===== src/rtl/syn_fifo_wr_arb.sv =====
// Round-robin write arbiter sharing one synchronous FIFO write port among
// NUM_REQ valid/ready requesters. A grant lasts for one packet (ending on
// req_last) or at most MAX_BURST beats, whichever comes first. Every new
// grant costs one IDLE arbitration cycle.
module syn_fifo_wr_arb #(
  parameter int NUM_REQ   = 4,
  parameter int WIDTH     = 32,
  parameter int MAX_BURST = 16
) (
  input  logic                       clk,
  input  logic                       rst,
  input  logic [NUM_REQ-1:0]         req_valid,
  input  logic [NUM_REQ-1:0]         req_last,
  input  logic [NUM_REQ*WIDTH-1:0]   req_data,
  output logic [NUM_REQ-1:0]         req_ready,
  input  logic                       fifo_full,
  output logic                       fifo_we,
  output logic [WIDTH-1:0]           fifo_wdata,
  output logic                       grant_valid,
  output logic [$clog2(NUM_REQ)-1:0] grant_id
);

  localparam int IDW  = $clog2(NUM_REQ);
  localparam int CNTW = $clog2(MAX_BURST + 1);

  typedef enum logic {IDLE, BUSY} state_t;

  state_t          state, state_nxt;
  logic [IDW-1:0]  rr_ptr, rr_nxt, gid_nxt, pick;
  logic [CNTW-1:0] beat_cnt, cnt_nxt;
  logic            any_valid;
  logic            g_valid, g_last;
  logic            accept, release_now;
  int unsigned     idx;

  // Round-robin search: first valid requester starting at rr_ptr, wrapping
  // NUM_REQ-1 -> 0 (modulo keeps non-power-of-two counts in range).
  always_comb begin
    any_valid = 1'b0;
    pick      = '0;
    idx       = 0;
    for (int unsigned k = 0; k < NUM_REQ; k++) begin
      idx = (32'(rr_ptr) + k) % NUM_REQ;
      if (!any_valid && req_valid[idx[IDW-1:0]]) begin
        any_valid = 1'b1;
        pick      = idx[IDW-1:0];
      end
    end
  end

  // Route the granted requester's valid/last/data and return its ready.
  always_comb begin
    g_valid    = 1'b0;
    g_last     = 1'b0;
    fifo_wdata = req_data[WIDTH-1:0];
    req_ready  = '0;
    for (int unsigned k = 0; k < NUM_REQ; k++) begin
      if (grant_id == IDW'(k)) begin
        g_valid      = req_valid[k];
        g_last       = req_last[k];
        fifo_wdata   = req_data[k*WIDTH +: WIDTH];
        req_ready[k] = (state == BUSY) && !fifo_full;
      end
    end
  end

  assign grant_valid = (state == BUSY);
  assign accept      = (state == BUSY) && g_valid && !fifo_full;
  assign fifo_we     = accept;
  assign release_now = accept && (g_last || (beat_cnt == CNTW'(MAX_BURST - 1)));

  // Next-state: arbitrate in IDLE, count beats and release in BUSY.
  always_comb begin
    state_nxt = state;
    gid_nxt   = grant_id;
    rr_nxt    = rr_ptr;
    cnt_nxt   = beat_cnt;
    case (state)
      IDLE: begin
        if (any_valid) begin
          gid_nxt   = pick;
          cnt_nxt   = '0;
          state_nxt = BUSY;
        end
      end
      BUSY: begin
        if (release_now) begin
          state_nxt = IDLE;
          cnt_nxt   = '0;
          rr_nxt    = (grant_id == IDW'(NUM_REQ - 1)) ? '0 : grant_id + 1'b1;
        end else if (accept) begin
          cnt_nxt = beat_cnt + 1'b1;
        end
      end
    endcase
  end

  // State register; reset abandons any burst and restarts priority at 0.
  always_ff @(posedge clk) begin
    if (rst) begin
      state    <= IDLE;
      grant_id <= '0;
      rr_ptr   <= '0;
      beat_cnt <= '0;
    end else begin
      state    <= state_nxt;
      grant_id <= gid_nxt;
      rr_ptr   <= rr_nxt;
      beat_cnt <= cnt_nxt;
    end
  end

endmodule

===== config.mk =====
export PLATFORM = sky130hd
export DESIGN_NAME = syn_fifo_wr_arb
export DESIGN_NICKNAME = d
export VERILOG_FILES = /design/src/rtl/syn_fifo_wr_arb.sv
export SDC_FILE = /design/constraint.sdc
export NUM_CORES = 1
export LEC_CHECK = 0
export ABC_AREA = 1
export CAP_MARGIN = 5
export CORE_MARGIN = 10
export CORE_UTILIZATION = 28
export CTS_CLUSTER_DIAMETER = 50
export DETAILED_ROUTE_END_ITERATION = 16
export PLACE_DENSITY = 0.8
export SETUP_SLACK_MARGIN = 0.4
export SLEW_MARGIN = 25
export SYNTH_ARGS = -nofsm -noshare
export SYNTH_HDL_FRONTEND = slang
export SYNTH_SLANG_ARGS = --single-unit

===== constraint.sdc =====
create_clock -name clk -period 1.8 [get_ports clk]
set_input_delay 0.27 -clock clk [delete_from_list [all_inputs] [get_ports clk]]
set_output_delay 0.27 -clock clk [all_outputs]
set_load 0.02 [all_outputs]

== Word-level counts from Yosys, hierarchy flattened ==
Index checks and enable logic that the tools add are counted.
Word-level totals
  flip-flop bits (word level): 10
  input port bits: 139
  output and inout bits: 40
  logic and storage cells: 75
Operators by class
  add/sub/neg operators: 5
  $lt $le $gt $ge: 4
  equality and inequality tests: 6
  muxes and demuxes: 39
  bitwise operators: 1
  reduce and logical (&&, ||, !) cells: 16
Operator list (number)
  32-bit 2-to-1 mux: 3
  1-bit 2-to-1 mux: 22
  5-bit 2-to-1 mux: 3
  2-bit by 3-bit less-than comparator with 1-bit output, second input constant: 4
  2-bit 2-to-1 mux: 5
  5-bit case mux with 2 select lines: 1
  1-bit binary-select mux with 2-bit select: 4
  1-bit logical AND: 7
  2-bit AND reduction: 3
  5-bit by 1-bit adder with 5-bit output, second input constant: 1
  5-bit by 4-bit equality test with 1-bit output, second input constant: 1
  2-bit by 1-bit adder with 2-bit output, second input constant: 2
  2-bit adder, second input constant: 2
  2-bit equality test, second input constant: 2
  1-bit logical NOT: 4
  3-bit by 1-bit inequality test with 1-bit output, second input constant: 1
  2-bit by 1-bit equality test with 1-bit output, second input constant: 1
  2-bit logical NOT: 1
  2-bit inequality test, second input constant: 1
  1-bit case mux with 2 select lines: 1
  1-bit logical OR: 1
  1-bit NOT: 1

== Logic depth before layout (Yosys ltp) ==
  depth in word-level cells: 14
  gate-level depth with buffers: 13
  gate-level depth less buffers: 12

== Worst setup path after synthesis ==
OpenSTA, ideal clock, no wires.
  path kind: flip-flop to output port
  start point: reg grant_id[1]
  end point: out fifo_wdata[14]
  data arrival time: 1963 ps
  required time: 1530 ps
  path slack: -433 ps
  cell stages (with the launch flop): 10
  buffers on the path: 2
  cell sequence: dfxtp_1 inv_1 ha_1 buf_2 inv_2 clkbuf_1 nand2_1 nand3_1 o21ai_0 o21ai_0
Between the ends
  cells in the longest elaborated chain, start to end: 4
  elaborated cells on any way between the ends: 6
  classes of those cells: 3 x eq/ne; 3 x mux
Ends and longest elaborated chain
  start: declaration: RTL line 20  | output logic [$clog2(NUM_REQ)-1:0] grant_id
  start signal: assignment: RTL line 107  | grant_id <= gid_nxt;
  2-bit by 1-bit equality test with 1-bit output: RTL line 58  | if (grant_id == IDW'(k)) begin
  32-bit 2-to-1 mux (2 in a row): RTL line 58
  32-bit 2-to-1 mux *: RTL line 58
  end: declaration: RTL line 18  | output logic [WIDTH-1:0] fifo_wdata,
Mark *: on every way between the ends. The rest lies on a longest branch, timed or not.

== Worst setup path in the final report ==
  start point: reg grant_id[1]
  end point: out fifo_wdata[6]
The elaborated chain is that of the path after synthesis.

==> impl_results.md <==
* Clock skew at around 0.009 ns
* Yosys cell types at 26
* Pins Over Slew Limit at 0
* Switching fraction of total power at around 46%
* Synth Area per Inst at ~5.1 um^2
* DIE AREA at between 10,000 and 15,000 um^2
* CTS tree: yes
* Num rows at 29
* Initial core utilization at 28.8%
* Reg2reg end: rr_ptr[1]
* Relative slew margins at 72.5%
* Crit share post-route at 108%
* Clock net sink count at 10
* GR Util All Layers at approximately a fifth
* CP most frequent cell: o21ai_2
* Violated checks: setup timing
* Worst VDD drop at between 0.7 and 0.8 mV
* CTS Buf Count at 3
* Initial antenna violation count at 0
* Pre-antenna DRT Iters at 4
* Global-route wire length before repair at 17,400 um
* Most common cell after layout, fill and taps aside: clkdlybuf4s50_1
* Min-Delay Endpoint: beat_cnt[4]
* DPL Wire Length at about 8900 um
* Min-delay src: beat_cnt[4]
* F_max at ~520 MHz
* Final ANT Viol Nets at 0
* Min-delay worst type: reg -> reg
* Total number of H-tree levels at 1
* Status: finished with violations
* Layout cells sized above 1 at 48.3%
* Reg2reg path depth at 12
* Critical Path RT at about 1.5 ns
* Vias in the first global route at slightly below 3,000
* Leakage at between 2 and 2.5 nW
* Maximum fanout along the worst path at 8
* GP Congestion at 0.906
* CP max stage cell: dfxtp_4
* CTS max path bufs at 2
* Reg-to-reg startpoint: grant_id[1]
* Area grow syn2layout at 182%
* CP cell instances: inv_4 -> ha_4 -> buf_12 -> inv_8 -> nand2_1 -> nand3_2 -> o21ai_2 -> o21ai_2 -> buf_6
* GRT overflow at 0
* Routed WL at roughly 15,000 um
* Average wire per standard cell at 22.8 um
* Ports at approximately 180
* Flops & latches, synth at 10
* Warnings, synthesis at 0
* R2R setup slack at -0.07 ns
* Final Setup Violations at 39
* RSZ-0062 raised after global routing: yes
* Sw Pwr at between 1.5 and 2 mW
* Setup ws final at -0.136 ns
* Post-synthesis sequential area ratio at approximately 11%
* Antenna Cells at 0
* Hold depth at 2
* Fill count at ~350
* Largest net degree at the start of global routing at 39
* Flop pwr share at around 7.5%
* Worst path max stage delay at ~0.39 ns
* CP Data Arrival Time at approximately 1.7 ns
* Initial DRC count at 154
* Fin crit period at between 1.5 and 2 ns
* Mapped Nets at just over 500
* Drt drc at 0
* Vias at ~3,600
* Power Dens Cells at about 710 nW/um^2
* Nets at about 700
* Least-Margin Pin Slew at between 0.4 and 0.5 ns
* Vias per inst at roughly 5.5
* Synthesized cell area at ~1800 um^2
* Die Span X at just over 100 um
* Final hold vios at 0
* Internal power at between 1.5 and 2 mW
* Commonest cells after routing, fill and taps aside: clkdlybuf4s50_1, nand2_1, o21ai_2
* Worst setup path category: reg -> out
* Port buffer count at between 150 and 200
* Clock root buffer: clkbuf_8
* Clock power frac at 7.8%
* PnR Total Power at about 3.7 mW
* Vert. Die Dim at about 100 um
* Comb pwr share at 84.7%
* Pre-CTS setup slack at -0.306 ns
* Post-synthesis cell count at approximately 360
* Clk slew on worst S/H paths at around 0.05 ns
* Startpoint Class: flop
* CP Capture Type: output pin
* Later-pin clock latency in the skew report at between 0.2 and 0.25 ns
* Maxcap violations at 0
* Core box area at roughly 6300 um^2
-- worst max-delay path: cells and delay by family (launching register included) --
kind,cells,cell delay (ns)
buf+inv,4,0.45
flops,1,0.39
compound gates,2,0.22
simple gates,2,0.19
fa+ha+maj,1,0.18
-- Yosys cell counts, drive strengths merged --
library cell | n | area share [%]
inv | 20 | 4.1
buf | 6 | 1.6
a211oi | 1 | 0.41
ha | 6 | 4.1
nor2 | 13 | 3.6
nand3 | 49 | 14
o21ai | 68 | 19
dfxtp | 10 | 11
o21bai | 1 | 0.62
nor3 | 1 | 0.27
nand2 | 147 | 32
a21oi | 11 | 3.0
xor2 | 2 | 0.96
or2 | 2 | 0.68
clkbuf | 17 | 3.5
nand4 | 3 | 1.0
and3 | 1 | 0.34
-- registers in the layout (all words and copies together) (netlist names) --
name	flops
grant_valid	1
rr_ptr	2
grant_id	2
beat_cnt	5
-- layout make-up --
class | count | area [um^2] | area share, %
Timing Repair Buffer | 224 | 2440 | 47.3
Multi-Input combinational cell | 306 | 2180 | 42.2
Sequential cell | 10 | 216 | 4.19
Inverter | 20 | 124 | 2.40
Tap cell | 77 | 96.3 | 1.87
Clock buffer | 4 | 55.1 | 1.07
Timing Repair inverter | 3 | 47.5 | 0.921
-- worst max-delay path by stage --
stage,startpoint,end,slack (ns)
floorplan,grant_id[1],fifo_wdata[2],0.19
global placement,fifo_full,fifo_we,-0.28
global route,grant_id[1],fifo_wdata[6],-0.20
CTS,grant_id[1],fifo_wdata[16],-0.04
finish,grant_id[1],fifo_wdata[6],-0.14
detailed placement,grant_id[1],fifo_wdata[0],-0.31
-- repair_timing --
item,4_1_cts,5_1_grt
buffers inserted,9,4
hold buffers,0,0
cloned,7,5
pin swaps,18,55
gates resized for setup,291,111
setup endpoints to repair,50,47
-- per-stage QoR --
step	TNS, ns	instances	util, %	area (um^2)	hold WS (ns)
floorplan	0	358	-	2120	0.457
global placement	-9.00	615	63.9	4060	0.469
detailed placement	-9.74	615	63.9	4060	0.470
CTS	-0.646	635	72.1	4580	0.477
global route	-5.06	644	81.3	5160	0.497
finish	-2.48	644	81.3	5160	0.475
-- layer usage --
metal	track usage, %	vias up	routed length, um
li1	-	1625	-
met1	22.5	1683	4780
met2	41.8	200	7810
met3	4.18	66	1330
met4	3.70	0	735
met5	0	-	0
-- power by group through the flow --
stage	sequential (mW)	combinational [mW]	clock [mW]
3_5_place_dp	0.271	2.22	0
6_report	0.274	3.10	0.287
4_1_cts	0.270	2.63	0.283
5_1_grt	0.276	3.25	0.303
3_3_place_gp	0.269	2.19	0
2_1_floorplan	0.279	1.22	0
-- kinds of logic after synthesis --
kind of cell / Yosys count / share of synthesized area [%]
compound gates: 81 / 22.6
xor+xnor: 2 / 0.958
fa+ha+maj: 6 / 4.10
buf+inv: 43 / 9.23
flops: 10 / 10.9
simple gates: 216 / 52.1
Power figures use the tool's default switching activity.
